<file path="config.mk">
export PLATFORM = sky130hd
export DESIGN_NAME = store_buffer_flat
export DESIGN_NICKNAME = d
export VERILOG_FILES = /design/src/rtl/store_buffer_if.sv /design/src/rtl/store_buffer.sv /design/src/flat_wrapper.sv
export SDC_FILE = /design/constraint.sdc
export NUM_CORES = 1
export LEC_CHECK = 0
export ABC_AREA = 1
export CORE_UTILIZATION = 56
export CTS_BUF_LIST = sky130_fd_sc_hd__clkbuf_2 sky130_fd_sc_hd__clkbuf_4 sky130_fd_sc_hd__clkbuf_8
export DETAILED_ROUTE_END_ITERATION = 8
export HOLD_SLACK_MARGIN = 0.1
export MAX_ROUTING_LAYER = met4
export PLACE_DENSITY = 0.78
export SKIP_LAST_GASP = 1
export SLEW_MARGIN = 15
export SYNTH_ARGS = -nofsm -noshare
export SYNTH_HDL_FRONTEND = slang
export SYNTH_SLANG_ARGS = --single-unit
</file>
<file path="constraint.sdc">
create_clock -name clk_i -period 10.7 [get_ports clk_i]
set_input_delay 3.21 -clock clk_i [delete_from_list [all_inputs] [get_ports clk_i]]
set_output_delay 3.21 -clock clk_i [all_outputs]
set_load 0.02 [all_outputs]
</file>
<file path="src/rtl/store_buffer_if.sv">
// Store-buffer port bundle: ExUnit store entry, ROB commit/flush, load-forward lookup, data-memory write.
// Latency: none (wires only).
// Backpressure: st_ready_o gates st_valid_i; the data-memory write is never stalled.
interface store_buffer_if #(
  parameter int ADDR_LEN = 32,
  parameter int DATA_LEN = 32
);
  logic                st_valid_i;
  logic [ADDR_LEN-1:0] st_addr_i;
  logic [DATA_LEN-1:0] st_data_i;
  logic                st_ready_o;
  logic                commit_i;
  logic                kill_i;
  logic [ADDR_LEN-1:0] ld_addr_i;
  logic                fwd_hit_o;
  logic [DATA_LEN-1:0] fwd_data_o;
  logic                dmem_we_o;
  logic [ADDR_LEN-1:0] dmem_addr_o;
  logic [DATA_LEN-1:0] dmem_wdata_o;
  logic                empty_o;
  logic                commit_err_o;

  // Pipeline / ROB / memory side
  modport master (
    output st_valid_i, st_addr_i, st_data_i, commit_i, kill_i, ld_addr_i,
    input  st_ready_o, fwd_hit_o, fwd_data_o, dmem_we_o, dmem_addr_o,
    input  dmem_wdata_o, empty_o, commit_err_o
  );

  // Store buffer side
  modport slave (
    input  st_valid_i, st_addr_i, st_data_i, commit_i, kill_i, ld_addr_i,
    output st_ready_o, fwd_hit_o, fwd_data_o, dmem_we_o, dmem_addr_o,
    output dmem_wdata_o, empty_o, commit_err_o
  );
endinterface

</file>
<file path="src/rtl/store_buffer.sv">
// Speculative word store buffer: circular queue (head/cmt/tail), in-order drain of committed stores.
// Latency: a store committed at edge E writes memory in the cycle after E once older stores drained; forwarding is combinational.
// Backpressure: st_ready_o low when all ENTRY_NUM slots are occupied; a drain does not free a slot in the same cycle.
// Optional load forwarding enabled by defining STORE_BUFFER_FWD_EN.
module store_buffer #(
  parameter int ENTRY_NUM = 8,
  parameter int ADDR_LEN  = 32,
  parameter int DATA_LEN  = 32
) (
  input  logic          clk_i,
  input  logic          reset_i,
  store_buffer_if.slave sb
);

  localparam int PTR_W = (ENTRY_NUM > 1) ? $clog2(ENTRY_NUM) : 1;
  localparam int CNT_W = PTR_W + 1;
  localparam logic [CNT_W-1:0] FULL = CNT_W'(ENTRY_NUM);

  // Queue pointers and occupancy. ucnt_q counts uncommitted entries (cmt..tail);
  // it disambiguates cmt == tail on a full buffer and gives head's commit status:
  // the committed entries are always the oldest count_q - ucnt_q ones.
  logic [PTR_W-1:0] head_q, cmt_q, tail_q;
  logic [PTR_W-1:0] head_n, cmt_n, tail_n;
  logic [CNT_W-1:0] count_q, ucnt_q;
  logic [CNT_W-1:0] count_n, ucnt_n, ucnt_after;
  logic             commit_err_q;

  logic [ADDR_LEN-1:0] addr_mem [ENTRY_NUM];
  logic [DATA_LEN-1:0] data_mem [ENTRY_NUM];

  logic ready;
  logic push;
  logic commit_ok;
  logic commit_bad;
  logic drain;

  // Per-cycle events, all decided from current state only
  always_comb begin
    ready      = (count_q != FULL);
    push       = sb.st_valid_i && ready && !sb.kill_i;
    commit_ok  = sb.commit_i && (ucnt_q != '0);
    commit_bad = sb.commit_i && (ucnt_q == '0);
    drain      = (count_q != ucnt_q);
    ucnt_after = ucnt_q - CNT_W'(commit_ok);
  end

  // Next pointers/counts: commit first, then kill rolls tail back to the post-commit cmt
  always_comb begin
    head_n = head_q + PTR_W'(drain);
    cmt_n  = cmt_q + PTR_W'(commit_ok);
    tail_n = tail_q;
    ucnt_n = ucnt_q;
    count_n = count_q;
    if (sb.kill_i) begin
      tail_n  = cmt_n;
      ucnt_n  = '0;
      count_n = count_q - CNT_W'(drain) - ucnt_after;
    end else begin
      tail_n  = tail_q + PTR_W'(push);
      ucnt_n  = ucnt_after + CNT_W'(push);
      count_n = count_q + CNT_W'(push) - CNT_W'(drain);
    end
  end

  // Control state; reset wins over every same-cycle event
  always_ff @(posedge clk_i) begin
    if (reset_i) begin
      head_q       <= '0;
      cmt_q        <= '0;
      tail_q       <= '0;
      count_q      <= '0;
      ucnt_q       <= '0;
      commit_err_q <= 1'b0;
    end else begin
      head_q  <= head_n;
      cmt_q   <= cmt_n;
      tail_q  <= tail_n;
      count_q <= count_n;
      ucnt_q  <= ucnt_n;
      if (commit_bad) begin
        commit_err_q <= 1'b1;
      end
    end
  end

  // Entry payload; not reset since validity comes from the pointers
  always_ff @(posedge clk_i) begin
    if (push) begin
      addr_mem[tail_q] <= sb.st_addr_i;
      data_mem[tail_q] <= sb.st_data_i;
    end
  end

  // Status and drain port; reset forces the idle view even before state clears
  assign sb.st_ready_o   = reset_i || ready;
  assign sb.empty_o      = reset_i || (count_q == '0);
  assign sb.dmem_we_o    = !reset_i && drain;
  assign sb.dmem_addr_o  = addr_mem[head_q];
  assign sb.dmem_wdata_o = data_mem[head_q];
  assign sb.commit_err_o = commit_err_q;

`ifdef STORE_BUFFER_FWD_EN
  logic                fwd_hit;
  logic [DATA_LEN-1:0] fwd_data;
  logic [PTR_W-1:0]    fwd_idx;

  // Walk entries oldest to youngest so the last match (youngest) wins
  always_comb begin
    fwd_hit  = 1'b0;
    fwd_data = '0;
    fwd_idx  = '0;
    for (int i = 0; i < ENTRY_NUM; i++) begin
      fwd_idx = head_q + PTR_W'(i);
      if ((CNT_W'(i) < count_q) &&
          (addr_mem[fwd_idx][ADDR_LEN-1:2] == sb.ld_addr_i[ADDR_LEN-1:2])) begin
        fwd_hit  = 1'b1;
        fwd_data = data_mem[fwd_idx];
      end
    end
  end

  assign sb.fwd_hit_o  = !reset_i && fwd_hit;
  assign sb.fwd_data_o = reset_i ? '0 : fwd_data;
`else
  logic unused_ld_addr;
  assign unused_ld_addr = ^sb.ld_addr_i;
  assign sb.fwd_hit_o   = 1'b0;
  assign sb.fwd_data_o  = '0;
`endif

endmodule

</file>
<file path="src/flat_wrapper.sv">
// flat-port wrapper written by rule: the top's interface ports become plain ports
module store_buffer_flat 
#(
  parameter int ENTRY_NUM = 8,
  parameter int ADDR_LEN  = 32,
  parameter int DATA_LEN  = 32
)
  (clk_i, reset_i, sb_st_valid_i, sb_st_addr_i, sb_st_data_i, sb_commit_i, sb_kill_i, sb_ld_addr_i, sb_st_ready_o, sb_fwd_hit_o, sb_fwd_data_o, sb_dmem_we_o, sb_dmem_addr_o, sb_dmem_wdata_o, sb_empty_o, sb_commit_err_o);
  store_buffer_if #(.ADDR_LEN(ADDR_LEN), .DATA_LEN(DATA_LEN)) sb_i ();
  input  logic clk_i;
  input  logic reset_i;
  input wire logic [$bits(sb_i.st_valid_i)-1:0] sb_st_valid_i;
  input wire logic [$bits(sb_i.st_addr_i)-1:0] sb_st_addr_i;
  input wire logic [$bits(sb_i.st_data_i)-1:0] sb_st_data_i;
  input wire logic [$bits(sb_i.commit_i)-1:0] sb_commit_i;
  input wire logic [$bits(sb_i.kill_i)-1:0] sb_kill_i;
  input wire logic [$bits(sb_i.ld_addr_i)-1:0] sb_ld_addr_i;
  output wire logic [$bits(sb_i.st_ready_o)-1:0] sb_st_ready_o;
  output wire logic [$bits(sb_i.fwd_hit_o)-1:0] sb_fwd_hit_o;
  output wire logic [$bits(sb_i.fwd_data_o)-1:0] sb_fwd_data_o;
  output wire logic [$bits(sb_i.dmem_we_o)-1:0] sb_dmem_we_o;
  output wire logic [$bits(sb_i.dmem_addr_o)-1:0] sb_dmem_addr_o;
  output wire logic [$bits(sb_i.dmem_wdata_o)-1:0] sb_dmem_wdata_o;
  output wire logic [$bits(sb_i.empty_o)-1:0] sb_empty_o;
  output wire logic [$bits(sb_i.commit_err_o)-1:0] sb_commit_err_o;
  assign sb_i.st_valid_i = sb_st_valid_i;
  assign sb_i.st_addr_i = sb_st_addr_i;
  assign sb_i.st_data_i = sb_st_data_i;
  assign sb_i.commit_i = sb_commit_i;
  assign sb_i.kill_i = sb_kill_i;
  assign sb_i.ld_addr_i = sb_ld_addr_i;
  assign sb_st_ready_o = sb_i.st_ready_o;
  assign sb_fwd_hit_o = sb_i.fwd_hit_o;
  assign sb_fwd_data_o = sb_i.fwd_data_o;
  assign sb_dmem_we_o = sb_i.dmem_we_o;
  assign sb_dmem_addr_o = sb_i.dmem_addr_o;
  assign sb_dmem_wdata_o = sb_i.dmem_wdata_o;
  assign sb_empty_o = sb_i.empty_o;
  assign sb_commit_err_o = sb_i.commit_err_o;
  store_buffer #(.ENTRY_NUM(ENTRY_NUM), .ADDR_LEN(ADDR_LEN), .DATA_LEN(DATA_LEN)) u_core (.clk_i(clk_i), .reset_i(reset_i), .sb(sb_i));
endmodule
</file>
==> parameters.txt <==
Parameter                              Value

Run status
  Result of the run    finished clean

STA
  Measured slew at the worst slew-check pin    1.11 ns
  Setup total negative slack    0 ns
  F_max    roughly 120 MHz
  Max_slew headroom    0.257
  Shortest clock period the worst path allows after layout    8.13 ns
  Number of hold-slack violations in the final timing report    0
  Clock skew after layout    0.0188 ns
  Setup Viol. Count Final    0
  RSZ-0062 raised after global routing    false
  Final Max Slew Viols    0
  Share of the cycle needed by the critical path after routing    0.760

Power and ir drop
  Pwr per Cell Area    243 nW/um^2
  Final Total Pwr    slightly below 0.006 W
  Switching pwr    0.00200 W
  Switching power share of the total    0.336
  Combinational group share of total power    0.320
  Worst vdd rail ir drop    0.177 mV
  Leakage power    8.39 nW
  Internal    0.00395 W
  Fraction of power consumed by sequential logic    0.411
  Clock power share    0.269

Drt
  Violation count after the first detailed-routing iteration    1,175
  WL final    45,100 microns
  Top sig layer    met4
  Total number of vias    approximately 13k
  Wire length on met2    21,700 microns
  Detailed-route vias per instance    5.60
  Met3 wire length    3460 microns
  Remaining number of nets flagged by the antenna check after routing    0
  Number of remaining DRC errors    0
  DRT met1 WL    between 15,000 and 20,000 microns
  Number of detailed-routing iterations run before antenna repair    5
  Detail-routed net length per standard cell    ~19 microns

Floorplan
  Die outline area    38,800 sq um
  Starting density of the core    0.567
  Chip height    197 microns
  Core Box Area    37,600 sq um
  Number of cell rows    71
  Number of placed I/O pins    202
  Die width    around 200 microns

Job
  Maximum Capacitance Violations    0

Synthesis
  Synth top area cells    edfxtp_1, nor2_1, o32ai_1
  Cells after Synth    1,644
  Sequential area share after synthesis    0.739
  Synthesized area per cell    13.0 sq um
  Share of the synthesized area in the top cell type    0.722
  Netlist cell types    27
  Synth Warn #    0
  Primary FF master, synth    edfxtp_1
  FF+latch count, synth    530
  FFs w/ async S/R, synth    0
  Yosys top cell by area    edfxtp_1
  EDFF count, synth    between 500 and 600
  Area of the mapped netlist    21,300 sq um

CTS
  CTS tree    built
  CTS Hold Bufs    0
  Post-CTS repair timing setup buffer count    0
  Deepest level of the CTS H-tree    3
  Number of CTS-inserted buffers    around 80
  Post-cts resize count    0
  Clock sink count    530
  Clock transition at the register clock pins on the worst setup and hold paths after CTS    around 0.060 ns
  Root buf cell    clkbuf_8
  Clk_lat worst skew    0.63 ns
  Maximum root-to-sink buffer count    3

Global routing
  Total gr overflow    0
  Global-route usage over all layers    0.241
  Number of antenna violations at the first check in global routing    3
  Vias in the first global route    roughly 13k
  Maximum number of pins on one net before global-route repair    169
  First-pass GRT wire length    68,800 microns

Placed design
  Detailed-placement wirelength estimate    23,100 microns
  Count of input and output buffers    136
  Placer's final routability congestion estimate    between 0.7 and 0.8

Critical path
  Family with the most delay on the worst path    buffers and inverters
  CP Max Fanout    12
  Type of element launching the critical path    primary input
  Crit-path most repeated cell    clkdlybuf4s50_1
  Endpoint required time on the critical path    around 7.5 ns
  Setup crit end kind    output port
  Kind of critical path    in -> out
  Delay of the slowest cell on the worst path    0.73 ns
  Data arrival time at the worst-slack endpoint    4.92 ns
  Sequence of cells on the critical path    clkdlybuf4s50_1, inv_1, and2_1, clkdlybuf4s50_1
  Worst Path Buf+Inv    3
  CP max stage cell    clkdlybuf4s50_1

Worst hold path
  Class of the worst hold path    reg -> reg

Final layout
  Layout Utilization    0.651
  Layout cells sized above 1    0.0846
  Post-layout net count    about 1.9k
  Most common cell after layout, fill and taps aside    edfxtp_1
  Signed area change from the synthesized netlist to the final layout    15.0%
  Leading cell types in the layout, fill and taps excluded    edfxtp_1, nor2_1, nand2_1
  Fillcell total    approximately 2.7k
cell type report:
type	instances	area (sq um)	share of cell area
sequential	530	15700	0.643
multi-input combinational	979	4870	0.199
antenna	4	10.0	0.000409
clock buffer	114	1410	0.0575
tap	511	639	0.0261
clock inverter	31	159	0.00649
inverter	35	136	0.00557
timing repair buffer	154	1510	0.0618
registers in the layout, indices dropped and copies added (netlist names):
name and flops:
u_core.ucnt_q 4, u_core.cmt_q 3, u_core.data_mem 256, u_core.count_q 4, u_core.tail_q 3, u_core.sb.commit_err_o 1
u_core.addr_mem 256, u_core.head_q 3
routing by layer:
layer | GRT usage | up-vias
met5 | - | -
met4 | 0.0959 | 0
met3 | 0.0489 | 83
met2 | 0.375 | 495
met1 | 0.313 | 6463
li1 | - | 6162
worst reg2reg max path: stages (launching register included):
cell	delay (ns)
dfxtp_1	0.34
inv_1	0.10
ha_1	0.22
nor3b_1	0.15
nor2_1	0.40
nand2_1	0.35
nor2_4	0.88
buf_4	0.72
cell families after synthesis:
kind of cell	after synthesis	synth area share
and+or+nand+nor	640	0.114
DFF	530	0.739
AOI/OAI and AO/OA	272	0.0868
buffers and inverters	167	0.0408
adders and majority gates	23	0.0146
xor gates and xnor gates	11	0.00453
other	1	0.000176
power by group through the flow:
stage / Sequential [W] / Clock [W] / Combinational [W]
final: 0.00244 / 0.00160 / 0.00190
after global routing: 0.00246 / 0.00172 / 0.00209
after CTS: 0.00244 / 0.00163 / 0.00192
after detailed placement: 0.00249 / 0 / 0.00191
after global placement: 0.00248 / 0 / 0.00185
after floorplan: 0.00240 / 0 / 0.00132
worst paths after layout:
kind / slack (ns) / to / depth (start not counted) / startpoint
max: 2.57 / sb_dmem_we_o / 4 / reset_i
min: 0.46 / u_core.sb.commit_err_o / 2 / u_core.sb.commit_err_o
max reg2reg: 7.14 / u_core.data_mem[7][1] / 7 / u_core.count_q[2]
min reg2reg: 0.46 / u_core.sb.commit_err_o / 2 / u_core.sb.commit_err_o
through the flow:
stage	hold WS (ns)	instances	worst slack, ns	instance area (sq um)
after floorplan	0.494	1676	3.60	21400
after global placement	0.442	2209	2.59	22900
after detailed placement	0.455	2209	2.58	22900
after CTS	0.467	2354	2.57	24500
after global routing	0.491	2357	2.46	24500
final	0.462	2358	2.57	24500
synthesized netlist by cell type, types with 3 or more instances:
master	instances
buf_8	5
edfxtp_1	512
buf_2	35
a21oi_1	9
xor2_1	5
inv_1	33
buf_4	36
nand2_1	218
o21ai_0	132
fa_1	3
nand3_1	7
ha_1	20
o32ai_1	128
dfxtp_1	18
buf_1	4
clkbuf_1	51
xnor2_1	6
nor2_1	409
Note: power is estimated with default switching activity, not from simulation.
